<file path="config.mk">
export PLATFORM = sky130hd
export DESIGN_NAME = scope_sweep_ctrl_flat
export DESIGN_NICKNAME = d
export VERILOG_FILES = /design/src/rtl/scope_sweep_ctrl_if.sv /design/src/rtl/scope_sweep_ctrl.sv /design/src/flat_wrapper.sv
export SDC_FILE = /design/constraint.sdc
export NUM_CORES = 1
export LEC_CHECK = 0
export ABC_AREA = 1
export BUFFER_PORTS_ARGS = -buffer_cell sky130_fd_sc_hd__buf_2
export CAP_MARGIN = 20
export CELL_PAD_IN_SITES_DETAIL_PLACEMENT = 0
export CELL_PAD_IN_SITES_GLOBAL_PLACEMENT = 1
export CORE_AREA = 8 8 88 90
export CTS_CLUSTER_SIZE = 10
export DETAILED_ROUTE_END_ITERATION = 6
export DIE_AREA = 0 0 96 98
export HOLD_SLACK_MARGIN = 0.06
export PLACE_DENSITY_LB_ADDON = 0.12
export SETUP_SLACK_MARGIN = 0.15
export SYNTH_ARGS = -nofsm -noshare
export SYNTH_HDL_FRONTEND = slang
export SYNTH_SLANG_ARGS = --single-unit
</file>
<file path="constraint.sdc">
create_clock -name i_clk -period 2.25 [get_ports i_clk]
set_input_delay 0.1125 -clock i_clk [delete_from_list [all_inputs] [get_ports i_clk]]
set_output_delay 0.1125 -clock i_clk [all_outputs]
set_load 0.03 [all_outputs]
</file>
<file path="src/rtl/scope_sweep_ctrl_if.sv">
// Signal bundle between the sweep sequencer and the ADC front end, sample RAM write port and column drawer.
// master = surrounding datapath/testbench, slave = scope_sweep_ctrl.
interface scope_sweep_ctrl_if #(
    parameter int ADDR_W   = 8,
    parameter int SAMPLE_W = 8
);
    logic                run;
    logic                single;
    logic [1:0]          time_division;
    logic [SAMPLE_W-1:0] trig_level;
    logic                trig_rising;
    logic                adc_valid;
    logic [SAMPLE_W-1:0] adc_sample;
    logic                frame_start;
    logic                draw_finished;
    logic                wr_en;
    logic [ADDR_W-1:0]   wr_addr;
    logic [SAMPLE_W-1:0] wr_data;
    logic                draw_enable;
    logic                draw_reset;
    logic                triggered;
    logic [2:0]          state_o;

    modport master (
        output run, single, time_division, trig_level, trig_rising,
               adc_valid, adc_sample, frame_start, draw_finished,
        input  wr_en, wr_addr, wr_data, draw_enable, draw_reset, triggered, state_o
    );

    modport slave (
        input  run, single, time_division, trig_level, trig_rising,
               adc_valid, adc_sample, frame_start, draw_finished,
        output wr_en, wr_addr, wr_data, draw_enable, draw_reset, triggered, state_o
    );
endinterface

</file>
<file path="src/rtl/scope_sweep_ctrl.sv">
// Trace sequencer: arm on trigger, capture decimated samples, draw one frame, hold off, re-arm.
// Latency: writes/triggered registered one cycle after the accepted adc_valid; no backpressure (ADC strobe is never stalled).
// SCOPE_AUTO_TRIGGER_EN adds an ARM timeout (AUTO_TIMEOUT valid samples) that forces a trigger.
module scope_sweep_ctrl #(
    parameter int COLS     = 160,
    parameter int ADDR_W   = 8,
    parameter int SAMPLE_W = 8,
    parameter int HOLDOFF  = 2
`ifdef SCOPE_AUTO_TRIGGER_EN
    ,
    parameter int AUTO_TIMEOUT = 4096
`endif
) (
    input logic               i_clk,
    input logic               i_reset,
    scope_sweep_ctrl_if.slave io_bus
);
    typedef enum logic [2:0] {
        IDLE       = 3'd0,
        ARM        = 3'd1,
        CAPTURE    = 3'd2,
        WAIT_FRAME = 3'd3,
        DRAW       = 3'd4,
        HOLD       = 3'd5
    } state_t;

    localparam int HOLD_W = (HOLDOFF < 1) ? 1 : $clog2(HOLDOFF + 1);
    localparam logic [ADDR_W-1:0] PRE_LAST_ADDR = ADDR_W'(COLS - 2);
    localparam logic [HOLD_W-1:0] HOLD_LAST     = HOLD_W'(HOLDOFF);

    state_t              r_state;
    logic                r_wr_en;
    logic [ADDR_W-1:0]   r_wr_addr;
    logic [SAMPLE_W-1:0] r_wr_data;
    logic                r_draw_enable;
    logic                r_draw_reset;
    logic                r_triggered;
    logic                r_single_pending;
    logic                r_single_shot;
    logic                r_prev_valid;
    logic [SAMPLE_W-1:0] r_prev_sample;
    logic [2:0]          r_dec_cnt;
    logic [1:0]          r_td;
    logic [HOLD_W-1:0]   r_hold_cnt;

    logic                w_rise;
    logic                w_fall;
    logic                w_force;
    logic                w_trig;
    logic                w_arm_req;
    logic [2:0]          w_dec_last;

    assign w_rise = (r_prev_sample < io_bus.trig_level) && (io_bus.adc_sample >= io_bus.trig_level);
    assign w_fall = (r_prev_sample > io_bus.trig_level) && (io_bus.adc_sample <= io_bus.trig_level);
    assign w_trig = (r_state == ARM) && io_bus.adc_valid &&
                    ((r_prev_valid && (io_bus.trig_rising ? w_rise : w_fall)) || w_force);
    assign w_arm_req = io_bus.run || r_single_pending;

    always_comb begin
        w_dec_last = 3'd0;
        case (r_td)
            2'd0:    w_dec_last = 3'd0;
            2'd1:    w_dec_last = 3'd1;
            2'd2:    w_dec_last = 3'd3;
            default: w_dec_last = 3'd7;
        endcase
    end

`ifdef SCOPE_AUTO_TRIGGER_EN
    localparam int AUTO_W = $clog2(AUTO_TIMEOUT + 1);
    logic [AUTO_W-1:0] r_auto_cnt;

    always_ff @(posedge i_clk) begin
        if (i_reset || (r_state != ARM) || w_trig) begin
            r_auto_cnt <= '0;
        end else if (io_bus.adc_valid) begin
            r_auto_cnt <= r_auto_cnt + 1'b1;
        end
    end

    // Timeout reached: the next valid sample triggers regardless of level.
    assign w_force = (r_auto_cnt == AUTO_W'(AUTO_TIMEOUT));
`else
    assign w_force = 1'b0;
`endif

    always_ff @(posedge i_clk) begin
        if (i_reset) begin
            r_state          <= IDLE;
            r_wr_en          <= 1'b0;
            r_wr_addr        <= '0;
            r_wr_data        <= '0;
            r_draw_enable    <= 1'b0;
            r_draw_reset     <= 1'b1;
            r_triggered      <= 1'b0;
            r_single_pending <= 1'b0;
            r_single_shot    <= 1'b0;
            r_prev_valid     <= 1'b0;
            r_prev_sample    <= '0;
            r_dec_cnt        <= '0;
            r_td             <= '0;
            r_hold_cnt       <= '0;
        end else begin
            r_wr_en     <= 1'b0;
            r_triggered <= 1'b0;
            if (io_bus.single) begin
                r_single_pending <= 1'b1;
            end
            case (r_state)
                IDLE: begin
                    if (w_arm_req) begin
                        r_state          <= ARM;
                        r_prev_valid     <= 1'b0;
                        r_single_shot    <= !io_bus.run;
                        r_single_pending <= io_bus.single;
                    end
                end
                ARM: begin
                    if (w_trig) begin
                        r_state     <= CAPTURE;
                        r_triggered <= 1'b1;
                        r_wr_en     <= 1'b1;
                        r_wr_addr   <= '0;
                        r_wr_data   <= io_bus.adc_sample;
                        r_dec_cnt   <= '0;
                        r_td        <= io_bus.time_division;
                    end else begin
                        if (io_bus.adc_valid) begin
                            r_prev_sample <= io_bus.adc_sample;
                            r_prev_valid  <= 1'b1;
                        end
                        if (!io_bus.run && !r_single_pending && !r_single_shot) begin
                            r_state <= IDLE;
                        end
                    end
                end
                CAPTURE: begin
                    if (io_bus.adc_valid) begin
                        if (r_dec_cnt == w_dec_last) begin
                            r_dec_cnt <= '0;
                            r_wr_en   <= 1'b1;
                            r_wr_addr <= r_wr_addr + 1'b1;
                            r_wr_data <= io_bus.adc_sample;
                            if (r_wr_addr == PRE_LAST_ADDR) begin
                                r_state <= WAIT_FRAME;
                            end
                        end else begin
                            r_dec_cnt <= r_dec_cnt + 1'b1;
                        end
                    end
                end
                WAIT_FRAME: begin
                    r_wr_addr <= '0;
                    // r_wr_en high means the final write is on the bus this cycle; that frame is too late.
                    if (io_bus.frame_start && !r_wr_en) begin
                        r_state       <= DRAW;
                        r_draw_enable <= 1'b1;
                        r_draw_reset  <= 1'b0;
                    end
                end
                DRAW: begin
                    if (io_bus.draw_finished) begin
                        r_state       <= HOLD;
                        r_hold_cnt    <= '0;
                        r_draw_enable <= 1'b0;
                        r_draw_reset  <= 1'b1;
                    end
                end
                HOLD: begin
                    if (r_hold_cnt == HOLD_LAST) begin
                        if (!r_single_shot && w_arm_req) begin
                            r_state          <= ARM;
                            r_prev_valid     <= 1'b0;
                            r_single_shot    <= !io_bus.run;
                            r_single_pending <= io_bus.single;
                        end else begin
                            r_state <= IDLE;
                        end
                    end else if (io_bus.frame_start) begin
                        r_hold_cnt <= r_hold_cnt + 1'b1;
                    end
                end
                default: r_state <= IDLE;
            endcase
        end
    end

    assign io_bus.wr_en       = r_wr_en;
    assign io_bus.wr_addr     = r_wr_addr;
    assign io_bus.wr_data     = r_wr_data;
    assign io_bus.draw_enable = r_draw_enable;
    assign io_bus.draw_reset  = r_draw_reset;
    assign io_bus.triggered   = r_triggered;
    assign io_bus.state_o     = r_state;
endmodule

</file>
<file path="src/flat_wrapper.sv">
// flat-port wrapper written by rule: the top's interface ports become plain ports
module scope_sweep_ctrl_flat 
#(
    parameter int COLS     = 160,
    parameter int ADDR_W   = 8,
    parameter int SAMPLE_W = 8,
    parameter int HOLDOFF  = 2

)
  (i_clk, i_reset, io_bus_run, io_bus_single, io_bus_time_division, io_bus_trig_level, io_bus_trig_rising, io_bus_adc_valid, io_bus_adc_sample, io_bus_frame_start, io_bus_draw_finished, io_bus_wr_en, io_bus_wr_addr, io_bus_wr_data, io_bus_draw_enable, io_bus_draw_reset, io_bus_triggered, io_bus_state_o);
  scope_sweep_ctrl_if #(.ADDR_W(ADDR_W), .SAMPLE_W(SAMPLE_W)) io_bus_i ();
  input logic i_clk;
  input logic i_reset;
  input wire logic [$bits(io_bus_i.run)-1:0] io_bus_run;
  input wire logic [$bits(io_bus_i.single)-1:0] io_bus_single;
  input wire logic [$bits(io_bus_i.time_division)-1:0] io_bus_time_division;
  input wire logic [$bits(io_bus_i.trig_level)-1:0] io_bus_trig_level;
  input wire logic [$bits(io_bus_i.trig_rising)-1:0] io_bus_trig_rising;
  input wire logic [$bits(io_bus_i.adc_valid)-1:0] io_bus_adc_valid;
  input wire logic [$bits(io_bus_i.adc_sample)-1:0] io_bus_adc_sample;
  input wire logic [$bits(io_bus_i.frame_start)-1:0] io_bus_frame_start;
  input wire logic [$bits(io_bus_i.draw_finished)-1:0] io_bus_draw_finished;
  output wire logic [$bits(io_bus_i.wr_en)-1:0] io_bus_wr_en;
  output wire logic [$bits(io_bus_i.wr_addr)-1:0] io_bus_wr_addr;
  output wire logic [$bits(io_bus_i.wr_data)-1:0] io_bus_wr_data;
  output wire logic [$bits(io_bus_i.draw_enable)-1:0] io_bus_draw_enable;
  output wire logic [$bits(io_bus_i.draw_reset)-1:0] io_bus_draw_reset;
  output wire logic [$bits(io_bus_i.triggered)-1:0] io_bus_triggered;
  output wire logic [$bits(io_bus_i.state_o)-1:0] io_bus_state_o;
  assign io_bus_i.run = io_bus_run;
  assign io_bus_i.single = io_bus_single;
  assign io_bus_i.time_division = io_bus_time_division;
  assign io_bus_i.trig_level = io_bus_trig_level;
  assign io_bus_i.trig_rising = io_bus_trig_rising;
  assign io_bus_i.adc_valid = io_bus_adc_valid;
  assign io_bus_i.adc_sample = io_bus_adc_sample;
  assign io_bus_i.frame_start = io_bus_frame_start;
  assign io_bus_i.draw_finished = io_bus_draw_finished;
  assign io_bus_wr_en = io_bus_i.wr_en;
  assign io_bus_wr_addr = io_bus_i.wr_addr;
  assign io_bus_wr_data = io_bus_i.wr_data;
  assign io_bus_draw_enable = io_bus_i.draw_enable;
  assign io_bus_draw_reset = io_bus_i.draw_reset;
  assign io_bus_triggered = io_bus_i.triggered;
  assign io_bus_state_o = io_bus_i.state_o;
  scope_sweep_ctrl #(.COLS(COLS), .ADDR_W(ADDR_W), .SAMPLE_W(SAMPLE_W), .HOLDOFF(HOLDOFF)) u_core (.i_clk(i_clk), .i_reset(i_reset), .io_bus(io_bus_i));
endmodule
</file>
==> metrics.md <==
| Metric | Value |
|---|---|
| Status | `complete, no violations` |
| Synthesized cell area | `0.00242 mm²` |
| Die width | `96 µm` |
| Nets | `450` |
| Cell Chain, Critical Path | `ha_4 -> nand2_1 -> inv_1 -> nand2_1 -> nand2_1 -> a21oi_2 -> nand2_2 -> a21oi_4 -> nand3_4 -> nand2_4 -> buf_12 -> o21ai_0 -> nor2_1` |
| Largest net degree at the start of global routing | `23` |
| Layout cell share with drive strength beyond 1 | `25.4%` |
| Commonest cells after routing, fill and taps aside | `nand2_1 (62), nor2_1 (53), buf_2 (48)` |
| Post-DRT Antenna Nets | `0` |
| N_diodes | `0` |
| Fin crit period | `1.96 ns` |
| FF-to-FF path depth | `13` |
| Reg2Reg Launch Point | `u_core.r_prev_sample[3]` |
| Clk_lat worst skew | `0.30 ns` |
| Routed length per instance | `13.2 µm` |
| Die area | `0.00941 mm²` |
| # IOs | `49` |
| Reg2reg setup slack | `0.29 ns` |
| Worst Setup Slack, final | `0.287 ns` |
| Slew margin rel. | `54.6%` |
| Most common cell after layout, fill and taps aside | `nand2_1` |
| PortBufs | `48` |
| Hold Crit Class | `primary input to flop` |
| Worst-path clk slew | `0.08 ns` |
| Final Skew | `0.00906 ns` |
| Endpoint type of the worst setup path | `flop` |
| DRT Pass-1 Iters | `6` |
| Worst-path fanout max | `6` |
| DP HPWL | `4670 µm` |
| Sequential share of the synthesized area | `33.9%` |
| Setup violators final | `0` |
| Gpl congestion | `0.795` |
| Worst Setup SP | `u_core.r_prev_sample[3]` |
| Final-report hold violation count | `0` |
| Largest area contributor in the netlist | `dfxtp_1` |
| Synthesized Nets | `394` |
| Core area | `0.00649 mm²` |
| Worst setup path end | `u_core.io_bus.wr_data[3]` |
| Clock Power Share | `22.9%` |
| Sequential power share | `34.2%` |
| Final WL | `6380 µm` |
| Yosys top cell area share | `33.9%` |
| Crit share post-route | `87.3%` |
| Sw Share | `41.1%` |
| Slowest CP cell | `dfxtp_2` |
| Distinct cells, synth | `33` |
| Multi-input logic area | `0.00153 mm²` |
| PD cells | `894 mW/mm²` |
| Sequential cell area | `826 µm²` |
| Setup CP Type | `flop to flop` |
| Initial antenna violation count | `0` |
| RSZ-0062 raised after global routing | `no` |
| Max-slew violations | `0` |
| Wire length of the first global-routing pass | `10600 µm` |
| Yosys reg bits | `41` |
| Final Core Density | `47.2%` |
| Crit start category | `flop` |
| Vias in the first global route | `2326` |
| Critical Path RT | `2.48 ns` |
| Num Clock Sinks | `41` |
| Sw Pwr | `0.00113 W` |
| CTS H-tree lvls | `2` |
| Gr ovfl total | `0` |
| Clk buf depth | `2` |
| Placed Cells | `471` |
| Worst slew pin tran | `0.681 ns` |
| Die height | `98 µm` |
| Fill count | `713` |
| Synth warnings | `0` |
| CP arrival | `2.19 ns` |
| DRC Markers | `0` |
| Row count | `30` |
| Pre-CTS WS | `0.149 ns` |
| CTS Root Cell | `clkbuf_8` |
| TritonCTS clock tree | `done` |
| Synth-to-Final Area Change | `26.6%` |
| Mean Syn Cell Area | `6.96 µm²` |
| Most used cell, CP | `nand2_1` |
| Inserted Clock Buffers | `5` |
| Via count | `2371` |
| Initial Utilization | `37.3%` |
| VDD IR-drop max | `0.000618 V` |
| Max Fclk | `509 MHz` |
| Comb pwr share | `43.0%` |
| Lkg Pwr | `1.43 nW` |
| R2r endpoint | `u_core.io_bus.wr_data[3]` |
| Top cell family by delay on the critical path | `simple AND/OR/NAND/NOR gates` |
| GRT Total Usage | `13.8%` |
| Bufs and invs on worst path | `2` |
| Initial DRC count | `57` |
| Max incr delay on CP | `0.34 ns` |
| Vias per std cell | `4.89` |
| Synth top area cells | `dfxtp_1 (34%), ha_1 (10%), nand2_1 (10%)` |
| Internal Power | `0.00161 W` |
| Overall Power | `0.00274 W` |
| CP Depth | `13` |
| Maxcap violations | `0` |
| Final Non-Filler Cells | `485` |
| Setup TNS | `0 ns` |
| Mapped Cells | `348` |
worst min-delay path, cell delays in order:
cell	delay (ns)
buf_2	0.10
nor2_1	0.04
nor2_1	0.07
logic make-up after synthesis:
kind of cell	after synthesis	synth area share (%)
adders and majority gates	20	10.3
buffers and inverters	52	8.47
DFF	41	33.9
and+or+nand+nor	168	31.0
xor gates and xnor gates	8	2.89
AOI/OAI and AO/OA	59	13.4
layout make-up:
cell class                      count  area share [%]
Clock buffer                        7            2.81
Clock inverter                      1           0.979
Timing Repair Buffer               57            10.7
Multi-Input combinational cell    256            50.0
Tap cell                           80            3.26
Inverter                           43            5.34
Sequential cell                    41            26.9
flip-flops by register name, indices dropped and copies added, names as in the netlist:
| signal | cells |
|---|---|
| u_core.r_prev_valid | 1 |
| u_core.r_td | 2 |
| u_core.r_prev_sample | 8 |
| u_core.io_bus.wr_addr | 8 |
| u_core.io_bus.triggered | 1 |
| u_core.io_bus.draw_enable | 1 |
| u_core.io_bus.wr_en | 1 |
| u_core.io_bus.wr_data | 8 |
| u_core.io_bus.state_o | 3 |
| u_core.r_single_pending | 1 |
| u_core.r_single_shot | 1 |
| u_core.io_bus.draw_reset | 1 |
| u_core.r_dec_cnt | 3 |
| u_core.r_hold_cnt | 2 |
how the worst min path moves through the flow:
stage / from / endpoint / slack, ns / cells past startpoint
3_5_place_dp: io_bus_run / u_core.r_single_shot / 0.32 / 2
2_1_floorplan: io_bus_run / u_core.r_single_shot / 0.20 / 1
6_report: io_bus_adc_sample[0] / u_core.io_bus.wr_data[0] / 0.06 / 3
3_3_place_gp: io_bus_run / u_core.r_single_shot / 0.31 / 2
5_1_grt: io_bus_adc_sample[0] / u_core.r_prev_sample[0] / 0.09 / 3
4_1_cts: io_bus_adc_sample[0] / u_core.r_prev_sample[0] / 0.07 / 3
per-stage QoR:
stage / hold WS (ns) / cell area, µm²
after global placement: 0.313 / 2750
final: 0.0607 / 3070
after global routing: 0.0850 / 3070
after detailed placement: 0.317 / 2750
after CTS: 0.0701 / 2890
after floorplan: 0.202 / 2420
power groups by stage:
| stage | clock (W) | sequential (W) | combinational [W] |
|---|---|---|---|
| after floorplan | 0 | 0.00106 | 0.000695 |
| after global placement | 0 | 0.000947 | 0.00109 |
| after detailed placement | 0 | 0.000945 | 0.00109 |
| after CTS | 0.000648 | 0.000930 | 0.00110 |
| after global routing | 0.000676 | 0.000955 | 0.00134 |
| final | 0.000627 | 0.000937 | 0.00118 |
metal layers:
metal / share of wire (%) / GRT usage [%] / up-vias
met5: 0 / 0 / -
met4: 1.5 / 4.62 / 0
met3: 5.1 / 3.84 / 8
met2: 47 / 22.4 / 37
met1: 47 / 16.9 / 1079
li1: - / - / 1247
Yosys cell counts:
library cell and n:
nand2_1 66, nor2_1 54, dfxtp_1 41, inv_1 37
a21oi_1 35, ha_1 20, nand3_1 20, o21ai_0 15
nand4_1 9, inv_2 6, clkbuf_1 5, nand2_2 4
nor2_2 4, xnor2_1 4, xor2_1 4, nor3_1 3
a211oi_1 2, a21oi_2 2, buf_2 2, nor2_4 2
a2111oi_0 1, a21o_1 1, buf_1 1, buf_6 1
nand3_2 1, nand3_4 1, nor3_2 1, nor3b_1 1
o2111ai_1 1, o211a_1 1, o211ai_1 1, or2_0 1
or2_2 1
timing repair:
item,4_1_cts,5_1_grt
setup buffers,0,3
hold buffers,2,0
hold endpoints to repair,2,0
resized for setup,1,27
cloned,0,1
setup endpoints to repair,5,30
pin swaps,0,8
Note: power is estimated with default switching activity, not from simulation.
